`src/rtl/serial_pkg.sv`:
```
// Shared definitions for the serial pattern transmitter and the benches that
// decode its state.
//   state_e   : FSM state encoding (2 bits)
//   PAT_W_DEF : default pattern width
//   CNT_W_DEF : default repeat-count width
package serial_pkg;

  typedef enum logic [1:0] {
    IDLE  = 2'b00,
    SHIFT = 2'b01,
    GAP   = 2'b10,
    DONE  = 2'b11
  } state_e;

  localparam int unsigned PAT_W_DEF = 3;
  localparam int unsigned CNT_W_DEF = 4;

endpackage

```
`src/rtl/piso_shift_reg.sv`:
```
// Parallel-in serial-out shift register, MSB first.
//   clk, reset : clock, asynchronous active-high reset
//   load       : capture din (has priority over shift)
//   shift      : shift left by one, zero enters at the LSB
//   din        : parallel load data
//   msb        : current MSB of the register
module piso_shift_reg #(
  parameter int unsigned WIDTH = 3
) (
  input  logic             clk,
  input  logic             reset,
  input  logic             load,
  input  logic             shift,
  input  logic [WIDTH-1:0] din,
  output logic             msb
);

  logic [WIDTH-1:0] shift_q;

  always_ff @(posedge clk or posedge reset) begin
    if (reset) begin
      shift_q <= '0;
    end else if (load) begin
      shift_q <= din;
    end else if (shift) begin
      shift_q <= shift_q << 1;
    end
  end

  assign msb = shift_q[WIDTH-1];

endmodule

```
`src/rtl/serial_pattern_tx.sv`:
```
// Serial pattern transmitter: loads a pattern and repeat count over a
// valid/ready handshake, then shifts the pattern out MSB first, repeat_cnt+1
// times, followed by a one-cycle done pulse.
// Optional feature: define SERIAL_PATTERN_TX_GAP_EN to insert one idle cycle
// (GAP state) between consecutive repetitions.
//   clk, reset  : clock, asynchronous active-high reset
//   load_valid  : load request; load_ready high only in IDLE
//   pattern     : PAT_W-bit pattern, bit PAT_W-1 sent first
//   repeat_cnt  : extra repetitions after the first
//   abort       : synchronous abort while transmitting
//   ser_out     : serial bit (0 whenever ser_valid is low)
//   ser_valid   : ser_out carries a pattern bit
//   busy        : transmission in progress
//   done        : pulse after the last bit of the last repetition
module serial_pattern_tx
  import serial_pkg::*;
#(
  parameter int unsigned PAT_W = PAT_W_DEF,
  parameter int unsigned CNT_W = CNT_W_DEF
) (
  input  logic             clk,
  input  logic             reset,
  input  logic             load_valid,
  output logic             load_ready,
  input  logic [PAT_W-1:0] pattern,
  input  logic [CNT_W-1:0] repeat_cnt,
  input  logic             abort,
  output logic             ser_out,
  output logic             ser_valid,
  output logic             busy,
  output logic             done
);

  localparam int unsigned IdxW = (PAT_W > 1) ? $clog2(PAT_W) : 1;
  localparam logic [IdxW-1:0] BitMax = IdxW'(PAT_W - 1);

  state_e            state_q, state_d;
  logic [PAT_W-1:0]  pat_q, pat_d;
  logic [CNT_W-1:0]  rep_q, rep_d;
  logic [IdxW-1:0]   bit_q, bit_d;
  logic              ser_valid_q, ser_valid_d;
  logic              busy_q, busy_d;
  logic              done_q, done_d;
  logic              sr_load, sr_shift;
  logic [PAT_W-1:0]  sr_din;

  // The shift register MSB is the registered serial output. It is zero
  // whenever no bit is being sent because every exit from a bit cycle either
  // shifts the last bit out (zeros fill in) or loads zero.
  piso_shift_reg #(
    .WIDTH (PAT_W)
  ) u_piso (
    .clk   (clk),
    .reset (reset),
    .load  (sr_load),
    .shift (sr_shift),
    .din   (sr_din),
    .msb   (ser_out)
  );

  always_ff @(posedge clk or posedge reset) begin
    if (reset) begin
      state_q     <= IDLE;
      pat_q       <= '0;
      rep_q       <= '0;
      bit_q       <= '0;
      ser_valid_q <= 1'b0;
      busy_q      <= 1'b0;
      done_q      <= 1'b0;
    end else begin
      state_q     <= state_d;
      pat_q       <= pat_d;
      rep_q       <= rep_d;
      bit_q       <= bit_d;
      ser_valid_q <= ser_valid_d;
      busy_q      <= busy_d;
      done_q      <= done_d;
    end
  end

  // Output registers are loaded with the value they must show in the state
  // being entered, so every output is a flop.
  always_comb begin
    state_d     = state_q;
    pat_d       = pat_q;
    rep_d       = rep_q;
    bit_d       = bit_q;
    ser_valid_d = 1'b0;
    busy_d      = 1'b0;
    done_d      = 1'b0;
    sr_load     = 1'b0;
    sr_shift    = 1'b0;
    sr_din      = '0;
    case (state_q)
      IDLE: begin
        if (load_valid) begin
          state_d     = SHIFT;
          pat_d       = pattern;
          rep_d       = repeat_cnt;
          bit_d       = BitMax;
          sr_load     = 1'b1;
          sr_din      = pattern;
          ser_valid_d = 1'b1;
          busy_d      = 1'b1;
        end
      end
      SHIFT: begin
        if (abort) begin
          state_d = IDLE;
          rep_d   = '0;
          bit_d   = '0;
          sr_load = 1'b1;
        end else if (bit_q != '0) begin
          bit_d       = bit_q - IdxW'(1);
          sr_shift    = 1'b1;
          ser_valid_d = 1'b1;
          busy_d      = 1'b1;
        end else if (rep_q != '0) begin
          rep_d = rep_q - CNT_W'(1);
`ifdef SERIAL_PATTERN_TX_GAP_EN
          state_d  = GAP;
          sr_shift = 1'b1;
          busy_d   = 1'b1;
`else
          bit_d       = BitMax;
          sr_load     = 1'b1;
          sr_din      = pat_q;
          ser_valid_d = 1'b1;
          busy_d      = 1'b1;
`endif
        end else begin
          state_d  = DONE;
          sr_shift = 1'b1;
          done_d   = 1'b1;
        end
      end
`ifdef SERIAL_PATTERN_TX_GAP_EN
      GAP: begin
        if (abort) begin
          state_d = IDLE;
          rep_d   = '0;
          bit_d   = '0;
          sr_load = 1'b1;
        end else begin
          state_d     = SHIFT;
          bit_d       = BitMax;
          sr_load     = 1'b1;
          sr_din      = pat_q;
          ser_valid_d = 1'b1;
          busy_d      = 1'b1;
        end
      end
`endif
      DONE: begin
        state_d = IDLE;
      end
      default: begin
        state_d = IDLE;
      end
    endcase
  end

  assign load_ready = (state_q == IDLE);
  assign ser_valid  = ser_valid_q;
  assign busy       = busy_q;
  assign done       = done_q;

endmodule
```
`config.mk`:
```
export PLATFORM = sky130hd
export DESIGN_NAME = serial_pattern_tx
export DESIGN_NICKNAME = d
export VERILOG_FILES = /design/src/rtl/serial_pkg.sv /design/src/rtl/piso_shift_reg.sv /design/src/rtl/serial_pattern_tx.sv
export SDC_FILE = /design/constraint.sdc
export NUM_CORES = 1
export LEC_CHECK = 0
export ABC_AREA = 1
export BUFFER_PORTS_ARGS = -buffer_cell sky130_fd_sc_hd__clkbuf_2
export CAP_MARGIN = 10
export CORE_UTILIZATION = 50
export DETAILED_ROUTE_END_ITERATION = 12
export PLACE_DENSITY = 0.73
export SLEW_MARGIN = 0
export SYNTH_ARGS = -nofsm -noshare
export SYNTH_HDL_FRONTEND = slang
export SYNTH_SLANG_ARGS = --single-unit
```
`constraint.sdc`:
```
create_clock -name clk -period 1.57 [get_ports clk]
set_clock_uncertainty 0.1 [all_clocks]
set_input_delay 0.3925 -clock clk [delete_from_list [all_inputs] [get_ports clk]]
set_output_delay 0.3925 -clock clk [all_outputs]
set_load 0.01 [all_outputs]
```
==> impl_metrics.yaml, run 1 <==
detailed_routing:
  route.detailed.drc: 0
  detailroute.via_count: 716
  wl_per_cell_um: 10.9
  drt-initial-drc-count: 13
  routed_wl_mm: 1.63
  drtPass1Iterations: 4
  postRouteAntennaNets: 0
  viasPerCell: 4.77
worst_hold_path:
  hold-path-endpoint: "pat_q[2]$_DFFE_PP0N_"
  hold_path_class: "input pin to flop"
  min_from: "pattern[2]"
  whs_path_depth: 3
floorplan:
  dieArea_um2: 2000
  initial_core_util_pct: 53.3
  fp.dieH_um: 44.7
  coreArea_um2: 1710
  io_pins: 16
  die_w_um: 44.7
  rows: 15
critical_path:
  crit_chain: "nor2_4 -> clkbuf_2"
  critical_path_arrival_ns: 1.01
  r2r-end: "bit_q[1]$_DFFE_PP0P_"
  crit_fanout: 3
  r2r_setup_slack_ns: 0.07
  critPathKind: "flop to output port"
  end_kind: "output port"
  crit_required_ns: 1.08
  cp_slowest_cell: "dfrtp_1"
  reg2reg_depth: 7
  critPathLaunchType: "flop"
  critPathMaxStageDelay_ns: 0.42
  critPathLaunch: "state_q[0]$_DFFE_PP0P_"
  r2r-start: "bit_q[0]$_DFFE_PP0P_"
synth:
  synth_cell_types: 24
  async_flop_share_pct: 100
  netlist_area_um2: 911
  yosys_warnings: 0
  synth_edf_count: 0
  synth_flop_cell: "dfrtp_1"
  syn_avg_cell_area_um2: 8.84
  synthesis.nets: 118
  seq_area_frac_synth_pct: 44.0
  netlist_instances: 103
  ys_seq_elements: 16
flow_run:
  cap_violations: 0
grt:
  grt_pass1_wl_mm: 2.70
  grt_pass1_vias: 640
  grt_max_degree: 17
  antenna_found_initial: 0
  grt_overflow: 0
  grt_util_all_layers_pct: 18.9
clock_tree:
  numClockSinks: 16
  clk_latency_ns: 0.29
  cts_buffers: 3
  clk_path_buf_depth: 2
  cts_tree: "yes"
  h-tree-depth: 1
  path_clk_slew_ns: 0.09
  clockRootBuffer: "clkbuf_4"
cells_and_area:
  areaGrowthSynthToFinish_pct: 18.4
  nFillCells: 130
  multiInputGateArea_um2: 445
  utilization_pct: 63.2
  drive_above_1_share_pct: 30.4
  seq_area_um2: 400
  antenna_cells: 0
  final_nets: 141
  instances_no_fill: 150
sta:
  period_minus_slack_ns: 1.50
  holdWs_ns: 0.236
  slew-limit-headroom_pct: 75.8
  slew_viol_final: 0
  fmax_mhz: 666
  worst_pin_slew_ns: 0.364
  finalSetupViolCount: 0
  fin_crit_sh_pct: 95.6
  hold_viol: 0
power:
  ir_drop_mv: 0.841
  power_leakage_nw: 0.560
  power.density_nw_per_um2: 1680
placed_design:
  dp_cells: 143
  numPortBuffers: 15
  gp_congestion: 0.798
  post-dp-hpwl_mm: 1.23
outcome:
  outcome: "finished, final reports clean"
-- report_power, final --
group          total (mW)  internal (mW)  switching (mW)
registers           0.651          0.563          0.0883
logic               0.884          0.340           0.544
clock network       0.276          0.141           0.135
total                1.81           1.04           0.767
-- critical path: cells and delay by family (launching register included) --
kind	cells	cell delay, ns
and+or+nand+nor	1	0.16
buffers and inverters	1	0.15
DFF	1	0.42
-- Yosys cell counts (all sizes together) (2+ instances only) --
library cell / number / area [um^2]
or2: 2 / 12.5
dfrtp: 16 / 400
a21oi: 2 / 21.3
nand3: 5 / 25.0
nor2: 10 / 76.3
o21ai: 12 / 63.8
inv: 14 / 57.6
nand4: 2 / 12.5
ha: 4 / 50.1
nand2: 32 / 159
-- registers in the layout (all words and copies together), names as in the netlist --
register,cells
rep_q,4
u_piso.shift_q,3
pat_q,3
busy,1
done,1
bit_q,2
state_q,2
-- cells in the final DEF, fill, tap and decap left out --
cell / n
clkbuf_2: 15
nand4_1: 2
o21ai_1: 7
inv_1: 10
or2_0: 2
o21ai_0: 4
inv_4: 2
nand2_4: 3
clkbuf_8: 1
dlygate4sd3_1: 1
nand2_8: 1
o21bai_1: 1
dfrtp_1: 16
inv_2: 2
buf_4: 3
a21oi_1: 1
nand2_1: 28
nand3_1: 5
o221ai_1: 1
nor2_4: 2
clkbuf_4: 3
ha_1: 4
nor2_1: 4
xnor2_1: 1
nor2_8: 1
nor2_2: 3
o21ai_2: 1
a21oi_4: 1
-- cell type report --
| class | instances | area share [%] |
|---|---|---|
| inverters | 14 | 5.34 |
| multi-input cells | 72 | 41.3 |
| repair buffers | 19 | 9.98 |
| clock buffers | 4 | 3.36 |
| well taps | 25 | 2.90 |
| flip-flops and latches | 16 | 37.1 |
-- worst max path at each step --
stage | slack, ns | end | depth (start not counted)
2_1_floorplan | 0.21 | bit_q[1]$_DFFE_PP0P_ | 7
3_3_place_gp | 0.09 | bit_q[1]$_DFFE_PP0P_ | 7
3_5_place_dp | 0.04 | bit_q[1]$_DFFE_PP0P_ | 7
4_1_cts | 0.02 | load_ready | 2
5_1_grt | -0.004 | bit_q[1]$_DFFE_PP0P_ | 7
6_report | 0.07 | load_ready | 2
-- through the flow --
| stage | total power, mW | area (um^2) | setup slack (ns) | setup TNS [ns] |
|---|---|---|---|---|
| 6_report | 1.81 | 1080 | 0.0685 | 0 |
| 5_1_grt | 1.96 | 1080 | -0.00381 | -0.00381 |
| 4_1_cts | 1.80 | 1060 | 0.0202 | 0 |
| 3_5_place_dp | 1.52 | 1020 | 0.0371 | 0 |
| 3_3_place_gp | 1.48 | 1020 | 0.0882 | 0 |
| 2_1_floorplan | 1.33 | 911 | 0.213 | 0 |
-- metal layers --
metal	up-vias	part of all wire [%]	wire [um]	track usage [%]
met5	-	0	0	0
met4	0	1.3	22	9.09
met3	4	2.7	44	2.45
met2	11	50	811	31.2
met1	328	46	752	24.5
li1	373	-	-	-
-- cell families after synthesis --
| family | synth area share, % |
|---|---|
| buffers and inverters | 7.14 |
| XOR/XNOR | 0.962 |
| AND/OR/NAND/NOR | 31.3 |
| AO/OA/AOI/OAI | 11.1 |
| adder cells (fa/ha/maj) | 5.49 |
| flip-flops | 44.0 |
-- what timing repair did --
action / in CTS / in global routing
gates resized for setup: 0 / 0
buffers inserted: 0 / 2
setup endpoints to repair: 0 / 5
hold buffers: 1 / 0
hold endpoints to repair: 16 / 0
Note: power is estimated with default switching activity, not from simulation.
==> run 2, diff against run 1 <==
--- a/config.mk
+++ b/config.mk
@@ -10,6 +10,7 @@
 export CAP_MARGIN = 10
 export CORE_UTILIZATION = 50
 export DETAILED_ROUTE_END_ITERATION = 12
+export MAX_ROUTING_LAYER = met4
 export PLACE_DENSITY = 0.73
 export SLEW_MARGIN = 0
 export SYNTH_ARGS = -nofsm -noshare
==> run 2 against run 1 <==
Critical path depth stayed put. Total power hardly changed. First-iteration DRC count stayed put. Die area stayed put. Critical path type unchanged. Highest routed layer unchanged.
==> impl_metrics.yaml, run 2 (synthesis results as in run 1) <==
critical_path:
  critPathMaxStageDelay_ns: 0.42
  critical_path_arrival_ns: 1.01
  cp_slowest_cell: "dfrtp_1"
  crit_chain: "nor2_4 -> clkbuf_2"
  crit_fanout: 3
  critPathLaunchType: "flop"
  critPathKind: "flop to output port"
  crit_required_ns: 1.08
  end_kind: "output port"
sta:
  layout_setup_ws_ns: 0.0685
  slew_viol_final: 0
  fin_tns_setup_ns: 0
  finalSetupViolCount: 0
  hold_viol: 0
  fmax_mhz: 666
  slew-limit-headroom_pct: 75.8
  fin_crit_sh_pct: 95.6
  worst_pin_slew_ns: 0.364
  period_minus_slack_ns: 1.50
cells_and_area:
  final_nets: 141
  final_common_cell: "nand2_1"
  final_cell_mix: "28 x nand2_1, 16 x dfrtp_1, 15 x clkbuf_2"
  areaGrowthSynthToFinish_pct: 18.4
  largest_register_ffs: 4
  top_regs: "rep_q x4, pat_q x3, u_piso.shift_q x3"
  nFillCells: 130
  final_cell_area_um2: 1080
  instances_no_fill: 150
  drive_above_1_share_pct: 30.4
  utilization_pct: 63.2
  regMostFlops: "rep_q"
  antenna_cells: 0
grt:
  grt_pass1_vias: 640
  grt_overflow: 0
  grt_pass1_wl_mm: 2.69
  grt_max_degree: 17
  antenna_found_initial: 0
  grt_util_all_layers_pct: 19.5
placed_design:
  gp_congestion: 0.809
  dp_cells: 143
  numPortBuffers: 15
  post-dp-hpwl_mm: 1.23
  dpl_cell_area_um2: 1020
  place_ws_ns: 0.0371
power:
  power_leakage_nw: 0.560
  power.density_nw_per_um2: 1680
  ir_drop_mv: 0.841
detailed_routing:
  highest_layer: "met4"
  dr_wl_met2_um: 811
  route.met3.wl_um: 44
  detailroute.via_count: 716
  drt-initial-drc-count: 13
  route.detailed.drc: 0
  routed_wl_mm: 1.63
  drtPass1Iterations: 4
  postRouteAntennaNets: 0
  viasPerCell: 4.77
  wl_per_cell_um: 10.9
  drt-met1-wl_um: 752
floorplan:
  fp.dieH_um: 44.7
  dieArea_um2: 2000
  rows: 15
  io_pins: 16
  coreArea_um2: 1710
  initial_core_util_pct: 53.3
  die_w_um: 44.7
clock_tree:
  clockRootBuffer: "clkbuf_4"
  clk_latency_ns: 0.29
  path_clk_slew_ns: 0.09
  post_cts_resized: 0
  cts_buffers: 3
  clk_path_buf_depth: 2
  numClockSinks: 16
  cts_tree: "yes"
  h-tree-depth: 1
outcome:
  outcome: "finished, final reports clean"
flow_run:
  cap_violations: 0
worst_hold_path:
  hold_path_class: "input pin to flop"
==> run 2: cell counts in the layout (fill, tap and decap cells not counted) <==
No cell type changed its count.
==> run 2: power by group <==
group          internal (mW)  switching [mW]  total, mW
registers              0.563          0.0883      0.651
clock network          0.141           0.135      0.276
logic                  0.340           0.544      0.884
==> run 2: stage by stage <==
stage,hold slack (ns),power [mW]
final,0.236,1.81
after global routing,0.239,1.96
after CTS,0.231,1.80
after detailed placement,0.289,1.52
after global placement,0.287,1.48
after floorplan,0.206,1.33
==> run 2: routing by layer <==
layer / up-vias / global-route usage, %
li1: 373 / -
met1: 328 / 24.5
met2: 11 / 31.2
met3: 4 / 2.45
met4: 0 / 9.09
met5: - / -
==> run 2: timing repair <==
item | in CTS | in global routing
hold buffers | 1 | 0
endpoints found under the setup margin | 0 | 5
endpoints found under the hold margin | 16 | 0
buffers inserted | 0 | 2
==> run 2: worst max-delay path: cells and delay by family (launching register included) <==
| family | cells | cell delay (ns) |
|---|---|---|
| buffers and inverters | 1 | 0.15 |
| flip-flops | 1 | 0.42 |
| AND/OR/NAND/NOR | 1 | 0.16 |
==> run 2: area by class of cell <==
class                           instances  area (um^2)  share of cell area [%]
Sequential cell                        16          400                    37.1
Timing Repair Buffer                   19          108                    9.98
Multi-Input combinational cell         72          445                    41.3
Tap cell                               25         31.3                    2.90
Clock buffer                            4         36.3                    3.36
Inverter                               14         57.6                    5.34
==> run 2: worst paths after layout <==
| path | start | to | slack [ns] | cells past startpoint |
|---|---|---|---|---|
| worst max-delay path | state_q[0]$_DFFE_PP0P_ | load_ready | 0.07 | 2 |
| worst min-delay path | pattern[2] | pat_q[2]$_DFFE_PP0N_ | 0.24 | 3 |
| worst max register to register | bit_q[0]$_DFFE_PP0P_ | bit_q[1]$_DFFE_PP0P_ | 0.07 | 7 |
| worst min register to register | pat_q[1]$_DFFE_PP0N_ | pat_q[1]$_DFFE_PP0N_ | 0.40 | 2 |
| max in group asynchronous | reset | pat_q[0]$_DFFE_PP0N_ | 0.67 | 4 |
| min in group asynchronous | reset | rep_q[1]$_DFFE_PP0P_ | 0.52 | 4 |
==> run 3, diff against run 2 <==
--- a/config.mk
+++ b/config.mk
@@ -15,4 +15,5 @@
 export SLEW_MARGIN = 0
 export SYNTH_ARGS = -nofsm -noshare
 export SYNTH_HDL_FRONTEND = slang
+export SYNTH_HIERARCHICAL = 1
 export SYNTH_SLANG_ARGS = --single-unit
==> run 3 against run 2 <==
Wire length increased by 9.6%. Fmax decreased by 0.95%. Synthesized cell count increased by 12%. Worst hold slack got worse by 0.0015 ns. First-iteration DRC count increased by 15%. Sequential power decreased by 0.6%. Final area increased by 2.7%. Largest cell class unchanged.
==> impl_metrics.yaml, run 3 <==
power:
  power_leakage_nw: 0.625
  ir_drop_mv: 0.973
  power.density_nw_per_um2: 1630
grt:
  antenna_found_initial: 0
  grt_pass1_vias: 808
  grt_pass1_wl_mm: 3.28
  use_met2_pct: 38.5
  met1_usage_pct: 29.4
  met3_usage_pct: 8.57
  grt_max_degree: 14
  grt_overflow: 0
  grt_busiest_layer: "met2"
  grt_util_all_layers_pct: 24.1
critical_path:
  reg2reg_depth: 8
  end_kind: "flop"
  critPathLaunchType: "flop"
  critPathKind: "flop to flop"
  crit_required_ns: 1.65
  critical_path_arrival_ns: 1.59
  crit_fanout: 6
  r2r-start: "rep_q[0]$_DFFE_PP0P_"
  r2r-end: "u_piso/shift_q[2]$_DFFE_PP0P_"
  r2r_setup_slack_ns: 0.05
sta:
  hold_viol: 0
  holdWs_ns: 0.234
  slew-limit-headroom_pct: 64.7
  worst_pin_slew_ns: 0.529
  slew_viol_final: 0
  period_minus_slack_ns: 1.52
  fmax_mhz: 660
  fin_crit_sh_pct: 96.6
  finalSetupViolCount: 0
cells_and_area:
  final_common_cell: "nand2_1"
  final_cell_mix: "41 x nand2_1, 16 x inv_1, 16 x dfrtp_1"
  regMostFlops: "rep_q"
  areaGrowthSynthToFinish_pct: 23.1
  multiInputGateArea_um2: 439
  antenna_cells: 0
  drive_above_1_share_pct: 29.5
  seq_area_um2: 400
  top_regs: "rep_q x4, pat_q x3, u_piso/shift_q x3"
  final_nets: 155
  largest_register_ffs: 4
  nFillCells: 151
  final_cell_area_um2: 1110
detailed_routing:
  wl_per_cell_um: 11.0
  drtPass1Iterations: 4
  viasPerCell: 4.90
  detailroute.via_count: 798
  route.detailed.drc: 0
  postRouteAntennaNets: 0
  drt-initial-drc-count: 15
  routed_wl_mm: 1.79
outcome:
  outcome: "finished, final reports clean"
synth:
  synth_cell_types: 19
  synth_largest_area_cell: "dfrtp_1"
  synth_edf_count: 0
  synthesis.nets: 130
  synth_most_common_cell: "nand2_1"
  yosys_warnings: 6
  yosysTopAreaCellShare_pct: 44.5
  synth_flop_cell: "dfrtp_1"
  seq_area_frac_synth_pct: 44.5
  async_flop_share_pct: 100
  synthTopCellsByArea: "dfrtp_1 45%, nand2_1 18%, inv_1 7.9%, ha_1 5.6%, nand3_1 4.5%"
  ys_seq_elements: 16
  netlist_area_um2: 900
  syn_avg_cell_area_um2: 7.82
  netlist_instances: 115
  synth_common_cells: "42 x nand2_1, 19 x inv_1, 16 x dfrtp_1"
worst_hold_path:
  whs_path_depth: 3
  hold-path-endpoint: "pat_q[0]$_DFFE_PP0N_"
  hold_path_class: "input pin to flop"
  min_from: "pattern[0]"
clock_tree:
  cts_buffers: 3
  clockRootBuffer: "clkbuf_4"
  clk_path_buf_depth: 2
  cts_tree: "yes"
  path_clk_slew_ns: 0.09
  clk_latency_ns: 0.29
  numClockSinks: 16
  h-tree-depth: 1
floorplan:
  initial_core_util_pct: 56.4
  io_pins: 16
  coreArea_um2: 1590
  rows: 14
  dieArea_um2: 1970
  fp.dieH_um: 44.4
  die_w_um: 44.4
flow_run:
  cap_violations: 0
placed_design:
  gp_congestion: 0.875
  post-dp-hpwl_mm: 1.36
  numPortBuffers: 15
  dpl_cell_area_um2: 1020
-- run 3: cell count changes in the layout (fill, tap and decap cells not counted), sizes merged --
cell    change
buf         +2
or2         -2
nor2        -4
nand3       +4
nand2      +13
nand4       -1
o221ai      -1
inv         +6
o21ai       -2
a21oi       -1
-- run 3: per-stage QoR --
step / total power [mW] / setup WS (ns) / utilization, % / instances / TNS, ns
final: 1.80 / 0.0541 / 69.5 / 163 / 0
after global routing: 1.97 / -0.0262 / 69.5 / 163 / -0.0505
after CTS: 1.72 / 0.0285 / 67.2 / 161 / 0
after detailed placement: 1.42 / -0.0387 / 64.0 / 156 / -0.0562
after global placement: 1.38 / 0.0954 / 64.0 / 156 / 0
after floorplan: 1.20 / 0.123 / - / 115 / 0
-- run 3: power by group --
group,switching (mW),internal [mW]
combinational,0.527,0.355
sequential,0.0959,0.551
clock,0.131,0.141
-- run 3: worst max-delay path by stage --
stage | slack (ns) | cells after the start | from | endpoint
finish | 0.05 | 8 | rep_q[0]$_DFFE_PP0P_ | u_piso/shift_q[2]$_DFFE_PP0P_
global route | -0.03 | 8 | rep_q[0]$_DFFE_PP0P_ | u_piso/shift_q[2]$_DFFE_PP0P_
CTS | 0.03 | 8 | rep_q[0]$_DFFE_PP0P_ | u_piso/shift_q[2]$_DFFE_PP0P_
detailed placement | -0.04 | 9 | rep_q[0]$_DFFE_PP0P_ | u_piso/shift_q[2]$_DFFE_PP0P_
global placement | 0.1 | 9 | rep_q[0]$_DFFE_PP0P_ | u_piso/shift_q[2]$_DFFE_PP0P_
floorplan | 0.12 | 9 | rep_q[0]$_DFFE_PP0P_ | u_piso/shift_q[2]$_DFFE_PP0P_
-- run 3: routing by layer --
layer  vias to the layer above  part of all wire [%]
met5                         -                     0
met4                         0                  0.61
met3                         2                   4.7
met2                        21                    49
met1                       372                    45
li1                        403                     -
-- run 3: cell families (layout without fill, tap and decap cells) --
family | Yosys count | count (layout) | share of synthesized area, %
flip-flops | 16 | 16 | 44.5
AO/OA/AOI/OAI | 12 | 12 | 8.62
adder cells (fa/ha/maj) | 4 | 4 | 5.56
buffers and inverters | 21 | 45 | 9.18
AND/OR/NAND/NOR | 61 | 61 | 31.2
XOR/XNOR | 1 | 1 | 0.974
-- run 3: area by class of cell --
| type | instances | share of cell area, % |
|---|---|---|
| clock buffers | 4 | 3.28 |
| inverters | 20 | 6.78 |
| multi-input cells | 78 | 39.7 |
| flip-flops and latches | 16 | 36.2 |
| well taps | 24 | 2.71 |
| repair buffers | 21 | 11.4 |
-- run 3: repair_timing --
item                                   in CTS  in global routing
gates resized for setup                     2                  8
endpoints found under the hold margin       3                  0
hold buffers                                1                  0
setup endpoints to repair                   3                  8
pin swaps                                   0                  3
setup buffers                               0                  2
-- run 3: critical path, cell delays in order, from the launching register on --
cell,delay [ns]
dfrtp_1,0.40
inv_2,0.05
ha_1,0.20
nand3_2,0.09
nand2_4,0.07
a21oi_4,0.24
nor2_2,0.09
nand2_1,0.07
nand3_1,0.07
